<file path="src/rtl/decoder_8_256_if.sv">
// Code handshake and decoded-output bundle for decoder_8_256.
// Handshake: a code transfers on a rising clk edge where code_valid && code_ready are both high.
interface decoder_8_256_if #(
  parameter int SEL_W = 8
);
  localparam int OUT_W = 2 ** SEL_W;

  logic [SEL_W-1:0] code;
  logic             code_valid;
  logic             code_ready;
  logic [OUT_W-1:0] out;
  logic [SEL_W-1:0] out_code;
  logic             out_valid;

  modport master (
    output code, code_valid,
    input  code_ready, out, out_code, out_valid
  );

  modport slave (
    input  code, code_valid,
    output code_ready, out, out_code, out_valid
  );
endinterface

</file>
<file path="src/rtl/decoder_8_256.sv">
// Registered one-hot decoder with a single-code handshake mode and a self-running
// scan that walks every code with a programmable dwell.
module decoder_8_256 #(
  parameter int SEL_W = 8,
  parameter int DWELL = 1
) (
  input  logic               clk,
  input  logic               rst_n,
  decoder_8_256_if.slave     bus,
  input  logic               scan_start,
  output logic               scan_busy,
  output logic               scan_done,
  output logic [1:0]         dbg_state
);
  localparam int OUT_W = 2 ** SEL_W;
  localparam logic [OUT_W-1:0] ONE       = OUT_W'(1);
  localparam logic [SEL_W:0]   IDX_ONE   = (SEL_W + 1)'(1);
  localparam logic [15:0]      DWELL_END = 16'(DWELL - 1);

  typedef enum logic [1:0] {
    IDLE = 2'd0,
    SCAN = 2'd1,
    DONE = 2'd2
  } state_t;

  state_t         state;
  logic [15:0]    dwell_cnt;
  logic [SEL_W:0] idx;
  logic [SEL_W:0] idx_nxt;

  assign idx_nxt   = idx + IDX_ONE;
  assign dbg_state = state;

  always_comb begin
    bus.code_ready = (state == IDLE) && !scan_start;
  end

  always_ff @(posedge clk) begin
    if (!rst_n) begin
      state         <= IDLE;
      dwell_cnt     <= '0;
      idx           <= '0;
      bus.out       <= '0;
      bus.out_code  <= '0;
      bus.out_valid <= 1'b0;
      scan_busy     <= 1'b0;
      scan_done     <= 1'b0;
    end else begin
      bus.out_valid <= 1'b0;
      scan_done     <= 1'b0;
      case (state)
        IDLE: begin
          // A scan request takes priority; code_ready is already low so no code is lost.
          if (scan_start) begin
            state         <= SCAN;
            idx           <= '0;
            dwell_cnt     <= '0;
            bus.out       <= ONE;
            bus.out_code  <= '0;
            bus.out_valid <= 1'b1;
            scan_busy     <= 1'b1;
          end else if (bus.code_valid) begin
            bus.out       <= ONE << bus.code;
            bus.out_code  <= bus.code;
            bus.out_valid <= 1'b1;
          end
        end
        SCAN: begin
          if (dwell_cnt == DWELL_END) begin
            dwell_cnt <= '0;
            idx       <= idx_nxt;
            // The extra index bit flags that the last code has finished its dwell.
            if (idx_nxt[SEL_W]) begin
              state        <= DONE;
              bus.out      <= '0;
              bus.out_code <= '0;
              scan_busy    <= 1'b0;
              scan_done    <= 1'b1;
            end else begin
              bus.out       <= ONE << idx_nxt[SEL_W-1:0];
              bus.out_code  <= idx_nxt[SEL_W-1:0];
              bus.out_valid <= 1'b1;
            end
          end else begin
            dwell_cnt <= dwell_cnt + 16'd1;
          end
        end
        DONE: begin
          state <= IDLE;
          idx   <= '0;
        end
        default: begin
          state <= IDLE;
        end
      endcase
    end
  end
endmodule

</file>
<file path="src/flat_wrapper.sv">
// flat-port wrapper written by rule: the top's interface ports become plain ports
module decoder_8_256_flat 
#(
  parameter int SEL_W = 8,
  parameter int DWELL = 1
)
  (clk, rst_n, scan_start, scan_busy, scan_done, dbg_state, bus_code, bus_code_valid, bus_code_ready, bus_out, bus_out_code, bus_out_valid);
  decoder_8_256_if #(.SEL_W(SEL_W)) bus_i ();
  input  logic clk;
  input  logic rst_n;
  input  logic scan_start;
  output logic scan_busy;
  output logic scan_done;
  output logic [1:0] dbg_state;
  input wire logic [$bits(bus_i.code)-1:0] bus_code;
  input wire logic [$bits(bus_i.code_valid)-1:0] bus_code_valid;
  output wire logic [$bits(bus_i.code_ready)-1:0] bus_code_ready;
  output wire logic [$bits(bus_i.out)-1:0] bus_out;
  output wire logic [$bits(bus_i.out_code)-1:0] bus_out_code;
  output wire logic [$bits(bus_i.out_valid)-1:0] bus_out_valid;
  assign bus_i.code = bus_code;
  assign bus_i.code_valid = bus_code_valid;
  assign bus_code_ready = bus_i.code_ready;
  assign bus_out = bus_i.out;
  assign bus_out_code = bus_i.out_code;
  assign bus_out_valid = bus_i.out_valid;
  decoder_8_256 #(.SEL_W(SEL_W), .DWELL(DWELL)) u_core (.clk(clk), .rst_n(rst_n), .bus(bus_i), .scan_start(scan_start), .scan_busy(scan_busy), .scan_done(scan_done), .dbg_state(dbg_state));
endmodule
</file>
<file path="config.mk">
export PLATFORM = sky130hd
export DESIGN_NAME = decoder_8_256_flat
export DESIGN_NICKNAME = d
export VERILOG_FILES = /design/src/rtl/decoder_8_256_if.sv /design/src/rtl/decoder_8_256.sv /design/src/flat_wrapper.sv
export SDC_FILE = /design/constraint.sdc
export NUM_CORES = 1
export LEC_CHECK = 0
export BUFFER_PORTS_ARGS = -buffer_cell sky130_fd_sc_hd__buf_4
export CAP_MARGIN = 40
export CORE_UTILIZATION = 55
export CTS_CLUSTER_SIZE = 28
export DETAILED_ROUTE_END_ITERATION = 10
export PLACE_DENSITY = 0.8
export SYNTH_ARGS = -nofsm -noshare
export SYNTH_HDL_FRONTEND = slang
export SYNTH_SLANG_ARGS = --single-unit
</file>
<file path="constraint.sdc">
create_clock -name clk -period 2.95 [get_ports clk]
set_clock_uncertainty 0.15 [all_clocks]
set_input_delay 0.4425 -clock clk [delete_from_list [all_inputs] [get_ports clk]]
set_output_delay 0.4425 -clock clk [all_outputs]
set_load 0.005 [all_outputs]
</file>
# Yosys cells after proc, flatten, opt, wreduce, memory -nomap -nowiden
# Index checks and enable logic that the tools add are counted.
# totals
ff_bits	294
latch_bits	0
ramBits	0
rom_bits	0
input_bits	12
output_inout_bits	270
word_cells	60
memories	0
# op_classes
n_addsub	2
mul	0
n_div	0
order_cmp	0
eq_ne	6
shift	2
muxes	30
bitwise_logic	0
n_reduce_logical	12
# op_table
operator	count
two-way mux 256 bit	4
one-hot mux 256 bit (2 select lines)	1
<< shifter 1 x 8 -> 256 bit, first input constant	2
two-way mux 16 bit	2
two-way mux 8 bit	4
one-hot mux 16 bit (2 select lines)	1
one-hot mux 9 bit (3 select lines)	1
two-way mux 9 bit	2
adder 16 x 1 -> 16 bit, second input constant	1
zero test 16 bit	1
one-hot mux 8 bit (2 select lines)	1
AND reduction 3 bit	4
adder 9 x 1 -> 9 bit, second input constant	1
two-way mux 1 bit	8
two-way mux 2 bit	3
inequality test 2 x 1 -> 1 bit, second input constant	2
one-hot mux 1 bit (2 select lines)	2
one-hot mux 2 bit (2 select lines)	1
AND reduction 4 bit	1
inequality test 3 bit, second input constant	1
nonzero test 3 bit	1
== test 2 x 1 -> 1 bit, second input constant	1
== test 2 bit, second input constant	1
zero test 2 bit	1
5 further kinds	5

# Longest topological paths before layout
# Gate-level depths: netlist (run 1).
# depth
word_depth	5
ltp_mapped	10
depth_no_buf	7

# Worst setup path before layout (run 1)
# Ideal clock, no wire load.
# synth_path
kind	register to register
start	register u_core.idx[1]
end	register u_core.bus.out[218]
setup_ns	0.070
t_arrival_ns	2.121
required_ns	2.730
path_slack_ns	0.609
stages_incl_launch_ff	9
n_path_buf	2
synth_period_minus_slack_ns	2.341
path_cell_list	dfxtp_1 -> ha_1 -> buf_4 -> a21boi_0 -> nand4_2 -> a31oi_4 -> buf_2 -> a32oi_1 -> a21oi_1
# synth_via
elab_chain_len	5
# synth_rtl
element	line_no	source
start: declaration	decoder_8_256.sv:28	logic [SEL_W:0] idx;
start signal: assignment	decoder_8_256.sv:71	idx <= idx_nxt;
adder 9 x 1 -> 9 bit (*)	decoder_8_256.sv:31	assign idx_nxt = idx + IDX_ONE;
<< shifter 1 x 8 -> 256 bit	decoder_8_256.sv:80	bus.out <= ONE << idx_nxt[SEL_W-1:0];
two-way mux 256 bit (*)	decoder_8_256.sv:73	if (idx_nxt[SEL_W]) begin
two-way mux 256 bit (*)	decoder_8_256.sv:69	if (dwell_cnt == DWELL_END) begin
one-hot mux 256 bit (2 select lines) (*)	decoder_8_256.sv:51	case (state)
end signal: assignment	decoder_8_256.sv:63	bus.out <= ONE << bus.code;
end signal: assignment	decoder_8_256.sv:80	
end: declaration	decoder_8_256_if.sv:22	output code_ready, out, out_code, out_valid
# Every way passes the cells marked *; elsewhere a longest branch is shown, timed or not. The select of a mux whose other input is x is not followed.
# A chain may end at the register's enable or synchronous reset.

# Worst setup path after layout (run 1)
# layout_path
start	register u_core.dwell_cnt[0]
end	register u_core.bus.out[99]
# layout_via
elab_chain_len	3
# layout_rtl
element	line_no	source
start: declaration	decoder_8_256.sv:27	logic [15:0] dwell_cnt;
start signal: assignment	decoder_8_256.sv:85	dwell_cnt <= dwell_cnt + 16'd1;
zero test 16 bit	decoder_8_256.sv:69	
inequality test 2 x 1 -> 1 bit (no line)	-	
AND reduction 3 bit (no line)	-	
# Every way passes these cells.

==> flow_metrics.env, run 1 <==
export IMPL_ant_nets=0
export IMPL_layout_commonest_cell="buf_4"
export IMPL_cts_setup_buffers=0
export IMPL_drive_gt1_frac=0.277
export IMPL_cts_resized=0
export IMPL_cts_tree="done"
export IMPL_outcome="finished, final reports clean"
export IMPL_syn_avg_cell_area_sq_um=8.47
export IMPL_syn_cell_area_sq_um=13700
export IMPL_synth_largest_area_cell="dfxtp_1"
export IMPL_critPathBufInv=2
export IMPL_synth_edf_count=0
export IMPL_clkTransAtPathRegs_ns=0.07
export IMPL_criticalPathCategory="flop to flop"
export IMPL_path_cells="inv_1 > ha_1 > nor4b_2 > nand4_2 > a21o_4 > buf_12 > a221oi_1 > nor2_1"
export IMPL_finalCritPeriodShare=0.979
export IMPL_grt_overflow_total=0
export IMPL_area_delta_synth_final_pct=29.3
export IMPL_worstMarginPinSlew_ns=0.937
export IMPL_post_route_drc_count=0
export IMPL_die_w_um=160
export IMPL_numClockSinks=294
export IMPL_cellPowerDensity_nw_per_um2=555
export IMPL_setup_viol=0
export IMPL_viasPerCell=6.77
export IMPL_ctsHoldBuffers=0
export IMPL_nNetsFinal=1927
export IMPL_fmax_mhz=346
export IMPL_p_leak_nw=6.97
export IMPL_max_slew_margin=0.373
export IMPL_routed_wl_um=55700
export IMPL_ys_ff_latch=294
export IMPL_ys_warn_count=0
export IMPL_die_y_um=160
export IMPL_place_congestion=1.01
export IMPL_cp_required_ns=3.22
export IMPL_synth_area_leaders="dfxtp_1 43%, a221oi_1 14%, o21ai_0 9.9%, nor2_1 8.3%, clkbuf_1 2.9%"
export IMPL_synth_simple_gate_area_frac=0.170
export IMPL_core_sq_um=24400
export IMPL_power_total_w=0.00983
export IMPL_crit_family="compound AO/OA/AOI/OAI gates"
export IMPL_yosys_area_share_adder=0.00639
export IMPL_post_dp_hpwl_um=39000
export IMPL_netlist_area_leader_share=0.429
export IMPL_min_period_ns=2.89
export IMPL_synth_net_count=1637
export IMPL_avgRoutedWirePerCell_um=24.7
export IMPL_synth_cell_types=69
export IMPL_insertion_delay_ns=0.55
export IMPL_synthCells=1618
export IMPL_io_buffer_count=281
export IMPL_antenna_found_initial=0
export IMPL_synth_top_family_by_area="compound AO/OA/AOI/OAI gates"
export IMPL_peakVddDrop_v=0.000522
export IMPL_drtIter0Drc=2320
export IMPL_htree_levels=1
export IMPL_grt_pass1_wl_um=83800
export IMPL_critPathMaxFanout=59
export IMPL_pin_count=282
export IMPL_track_usage=0.420
export IMPL_vias=15300
export IMPL_initial_core_util=0.562
export IMPL_critPathSlowestCell="a221oi_1"
export IMPL_hold_violations=0
export IMPL_slew_viol_final=0
export IMPL_clk_path_buf_depth=3
export IMPL_firstDrtPassIters=9
export IMPL_cp_start_kind="flop"
export IMPL_synth_xor_area_frac=0.0119
export IMPL_dieArea_sq_um=25600
export IMPL_ctsRootBufferMaster="clkbuf_16"
export IMPL_rows=57
export IMPL_synth_compound_area_frac=0.318
export IMPL_hold_class="input port to flop"
export IMPL_grt_pass1_vias=13900
export IMPL_seq_area_frac_synth=0.429
export IMPL_synthMuxAreaShare=0.00100
export IMPL_rsz0062_at_grt="false"
export IMPL_setup_tns_ns=0
export IMPL_end_kind="flop"
export IMPL_arrival_ns=3.16
export IMPL_crit_path_max_incr_delay_ns=0.53
export IMPL_numCtsBuffers=29
export IMPL_layout_common_cells="413 x buf_4, 302 x nor2_1, 294 x dfxtp_1"
export IMPL_grt_start_max_net_pins=108
export IMPL_drv_cap=0
export IMPL_synth_flop_cell="dfxtp_1"
export IMPL_ys_async_sr_fraction=0
-- power breakdown --
group / internal (W) / switching (W)
clock: 0.00228 / 0.00161
sequential: 0.00422 / 0.000167
combinational: 0.000655 / 0.000886
-- metrics by stage --
stage / std cells / setup WS, ns / hold WS, ns / utilization / area [sq um]
2_1_floorplan: 1618 / 0.609 / 0.320 / - / 13700
3_3_place_gp: 2195 / 0.181 / 0.343 / 0.684 / 16700
3_5_place_dp: 2201 / 0.162 / 0.348 / 0.686 / 16700
4_1_cts: 2254 / 0.141 / 0.0858 / 0.727 / 17700
5_1_grt: 2254 / 0.00267 / 0.100 / 0.727 / 17700
6_report: 2255 / 0.0630 / 0.0915 / 0.727 / 17700
-- synthesized netlist by cell type (9+ instances only) --
library cell,n
nor2_1,302
dfxtp_1,294
o21ai_0,271
a221oi_1,216
clkbuf_1,105
a21oi_1,69
buf_2,36
nand2_1,35
a32oi_1,26
nor3_1,21
nor4_2,21
a31oi_1,14
inv_1,14
nand3_1,14
and2_1,13
nand4_1,13
buf_6,11
and3_1,10
buf_4,9
-- final cells by class --
class                      instances  area (sq um)
antenna                            1          2.50
clock buffer                      40           817
clock inverter                    13           178
fill                            1901          6670
inverter                          16          60.1
multi-input combinational       1138          7010
sequential                       294          5890
tap                              324           405
timing repair buffer             429          3370
-- path summary, 6_finish.rpt --
check	startpoint	to	slack (ns)	depth (start not counted)
worst max-delay path	u_core.dwell_cnt[0]	u_core.bus.out[99]	0.06	8
worst min-delay path	bus_code[2]	u_core.bus.out_code[2]	0.09	3
worst max register to register	u_core.dwell_cnt[0]	u_core.bus.out[99]	0.06	8
worst min register to register	u_core.bus.out[102]	u_core.bus.out[102]	0.36	2
-- metal layers --
layer | share of wire | up-vias | global-route usage
li1 | - | 6665 | -
met1 | 0.38 | 7123 | 0.553
met2 | 0.43 | 1207 | 0.631
met3 | 0.13 | 274 | 0.0948
met4 | 0.064 | 0 | 0.247
met5 | 0 | - | 0
-- flip-flops by register name, summed over array words and instances (netlist names) --
register,cells
u_core.bus.out,256
u_core.bus.out_code,8
u_core.bus.out_valid,1
u_core.dbg_state,2
u_core.dwell_cnt,16
u_core.idx,9
u_core.scan_busy,1
u_core.scan_done,1
-- cells by family after synthesis --
logic type                 Yosys count
muxes                                1
and+or+nand+nor                    476
AOI/OAI and AO/OA                  638
DFF                                294
xor gates and xnor gates            16
adders and majority gates            7
buffers and inverters              186
-- worst min-delay path, cell delays in order --
cell      delay (ns)
buf_4           0.13
a221oi_1        0.09
nor2_1          0.10
Note: power is estimated with default switching activity, not from simulation.
==> run 2, diff against run 1 <==
Settings changed: MAX_ROUTING_LAYER set to met4.
==> run 2 against run 1 <==
Compared with the run above:
- die area unchanged
- hold slack got worse by 0.020 ns
- sequential share of layout area increased by 0.12 points
==> flow_metrics.env, run 2 (synthesis gave the netlist of run 1 again) <==
export IMPL_clkTransAtPathRegs_ns=0.07
export IMPL_regArea_sq_um=5890
export IMPL_grt_pass1_vias=14000
export IMPL_min_delay_start="bus_code[0]"
export IMPL_outcome="finished, final reports clean"
export IMPL_clk_path_buf_depth=3
export IMPL_whs_endpoint="u_core.bus.out_code[0]"
export IMPL_swShare=0.270
export IMPL_critPathMaxFanout=32
export IMPL_track_usage=0.438
export IMPL_firstDrtPassIters=8
export IMPL_end_kind="flop"
export IMPL_grt_busiest_layer="met2"
export IMPL_seqPwrFrac=0.439
export IMPL_io_buffer_count=281
export IMPL_vias=15400
export IMPL_hold_violations=0
export IMPL_initial_core_util=0.562
export IMPL_insertion_delay_ns=0.58
export IMPL_slew_viol_final=0
export IMPL_rsz0062_at_grt="false"
export IMPL_hold_class="input port to flop"
export IMPL_dieArea_sq_um=25600
export IMPL_largest_reg_flops=256
export IMPL_p_clk_frac=0.409
export IMPL_ant_nets=0
export IMPL_max_slew_margin=0.373
export IMPL_post_dp_hpwl_um=38800
export IMPL_finalCritPeriodShare=0.985
export IMPL_viasPerCell=6.85
export IMPL_ctsHoldBuffers=0
export IMPL_grt_start_max_net_pins=160
export IMPL_antenna_found_initial=0
export IMPL_core_sq_um=24400
export IMPL_routed_wl_um=56500
export IMPL_numClockSinks=294
export IMPL_combPwrFrac=0.152
export IMPL_drv_cap=0
export IMPL_cellPowerDensity_nw_per_um2=566
export IMPL_worst_slack_ns=0.0451
export IMPL_cp_required_ns=3.23
export IMPL_numCtsBuffers=29
export IMPL_ctsRootBufferMaster="clkbuf_16"
export IMPL_area_delta_synth_final_pct=28.9
export IMPL_diodes=0
export IMPL_min_period_ns=2.90
export IMPL_fmax_mhz=344
export IMPL_place_congestion=1.03
export IMPL_post_route_drc_count=0
export IMPL_multi_input_area_sq_um=7010
export IMPL_drive_gt1_frac=0.276
export IMPL_grt_overflow_total=0
export IMPL_largest_register="u_core.bus.out"
export IMPL_die_y_um=160
export IMPL_hold_depth=3
export IMPL_rrSetupSlack_ns=0.05
export IMPL_nNetsFinal=1917
export IMPL_worstMarginPinSlew_ns=0.940
export IMPL_grt_pass1_wl_um=84500
export IMPL_p_int_w=0.00731
export IMPL_power_total_w=0.0100
export IMPL_criticalPathCategory="flop to flop"
export IMPL_pin_count=282
export IMPL_htree_levels=1
export IMPL_layout_common_cells="404 x buf_4, 302 x nor2_1, 294 x dfxtp_1"
export IMPL_layout_commonest_cell="buf_4"
export IMPL_rows=57
export IMPL_p_leak_nw=6.94
export IMPL_reg2reg_to="u_core.bus.out[99]"
export IMPL_die_w_um=160
export IMPL_use_met3=0.0922
export IMPL_drtIter0Drc=2446
export IMPL_grt_met2_usage=0.643
export IMPL_met1_usage=0.558
export IMPL_dpl_worst_slack_ns=0.169
export IMPL_peakVddDrop_v=0.000521
export IMPL_cp_start_kind="flop"
export IMPL_arrival_ns=3.19
export IMPL_reg2reg_depth=7
export IMPL_avgRoutedWirePerCell_um=25.2
export IMPL_top_regs="u_core.bus.out (256), u_core.dwell_cnt (16), u_core.idx (9)"
export IMPL_fillCellCount=1945
export IMPL_cts_tree="done"
export IMPL_r2r_start="u_core.idx[2]"
export IMPL_setup_tns_ns=0
export IMPL_setup_viol=0
export IMPL_switchingPower_w=0.00270
[run 2: changes by cell type in the layout (fill, tap and decap cells not counted), sizes merged]
cell,previous run,this run
buf,429,418
bufinv,4,6
clkinvlp,2,3
diode,1,0
clkbuf,40,38
[run 2: how the worst max path moves through the flow]
stage	from	to	slack, ns	cells after the start
after floorplan	u_core.idx[1]	u_core.bus.out[218]	0.61	8
final	u_core.idx[2]	u_core.bus.out[99]	0.05	7
after global routing	u_core.idx[1]	u_core.bus.out[99]	0.02	8
after detailed placement	u_core.idx[5]	u_core.bus.out[99]	0.17	7
after CTS	u_core.idx[5]	u_core.bus.out[99]	0.09	7
after global placement	u_core.idx[5]	u_core.bus.out[128]	0.26	8
[run 2: final cells by class]
type | instances | area share
clock buffers | 37 | 0.0456
clock inverters | 16 | 0.0137
inverters | 16 | 0.00340
multi-input cells | 1138 | 0.397
flip-flops and latches | 294 | 0.333
well taps | 324 | 0.0230
repair buffers | 419 | 0.184
[run 2: metal layers]
layer | share of wire | routed length, um | vias to the layer above
met5 | 0 | 0 | -
met4 | 0.063 | 3540 | 0
met3 | 0.12 | 7050 | 278
met2 | 0.43 | 24400 | 1243
met1 | 0.38 | 21500 | 7211
li1 | - | - | 6633
[run 2: worst max-delay path: stages (launching register included)]
cell and delay, ns:
dfxtp_1 0.54, and4_1 0.46, and3_1 0.31, buf_4 0.21
a211oi_4 0.08, buf_12 0.19, a221oi_1 0.67, nor2_1 0.12
[run 2: stage by stage]
stage	hold slack [ns]	std cells	area [sq um]	util
floorplan	0.320	1618	13700	-
global placement	0.329	2183	16600	0.679
detailed placement	0.347	2190	16600	0.681
CTS	0.0726	2243	17700	0.724
global route	0.107	2244	17700	0.724
finish	0.0714	2244	17700	0.724
[run 2: repair_timing]
item / in CTS / in global routing
endpoints found under the setup margin: 0 / 3
setup buffers: 0 / 0
gates resized for setup: 0 / 1
[run 2: power by group through the flow]
stage / Clock, W / Sequential [W] / Combinational (W)
floorplan: 0 / 0.00444 / 0.000777
global placement: 0 / 0.00446 / 0.00145
detailed placement: 0 / 0.00446 / 0.00147
CTS: 0.00409 / 0.00438 / 0.00149
global route: 0.00426 / 0.00441 / 0.00163
finish: 0.00409 / 0.00439 / 0.00152
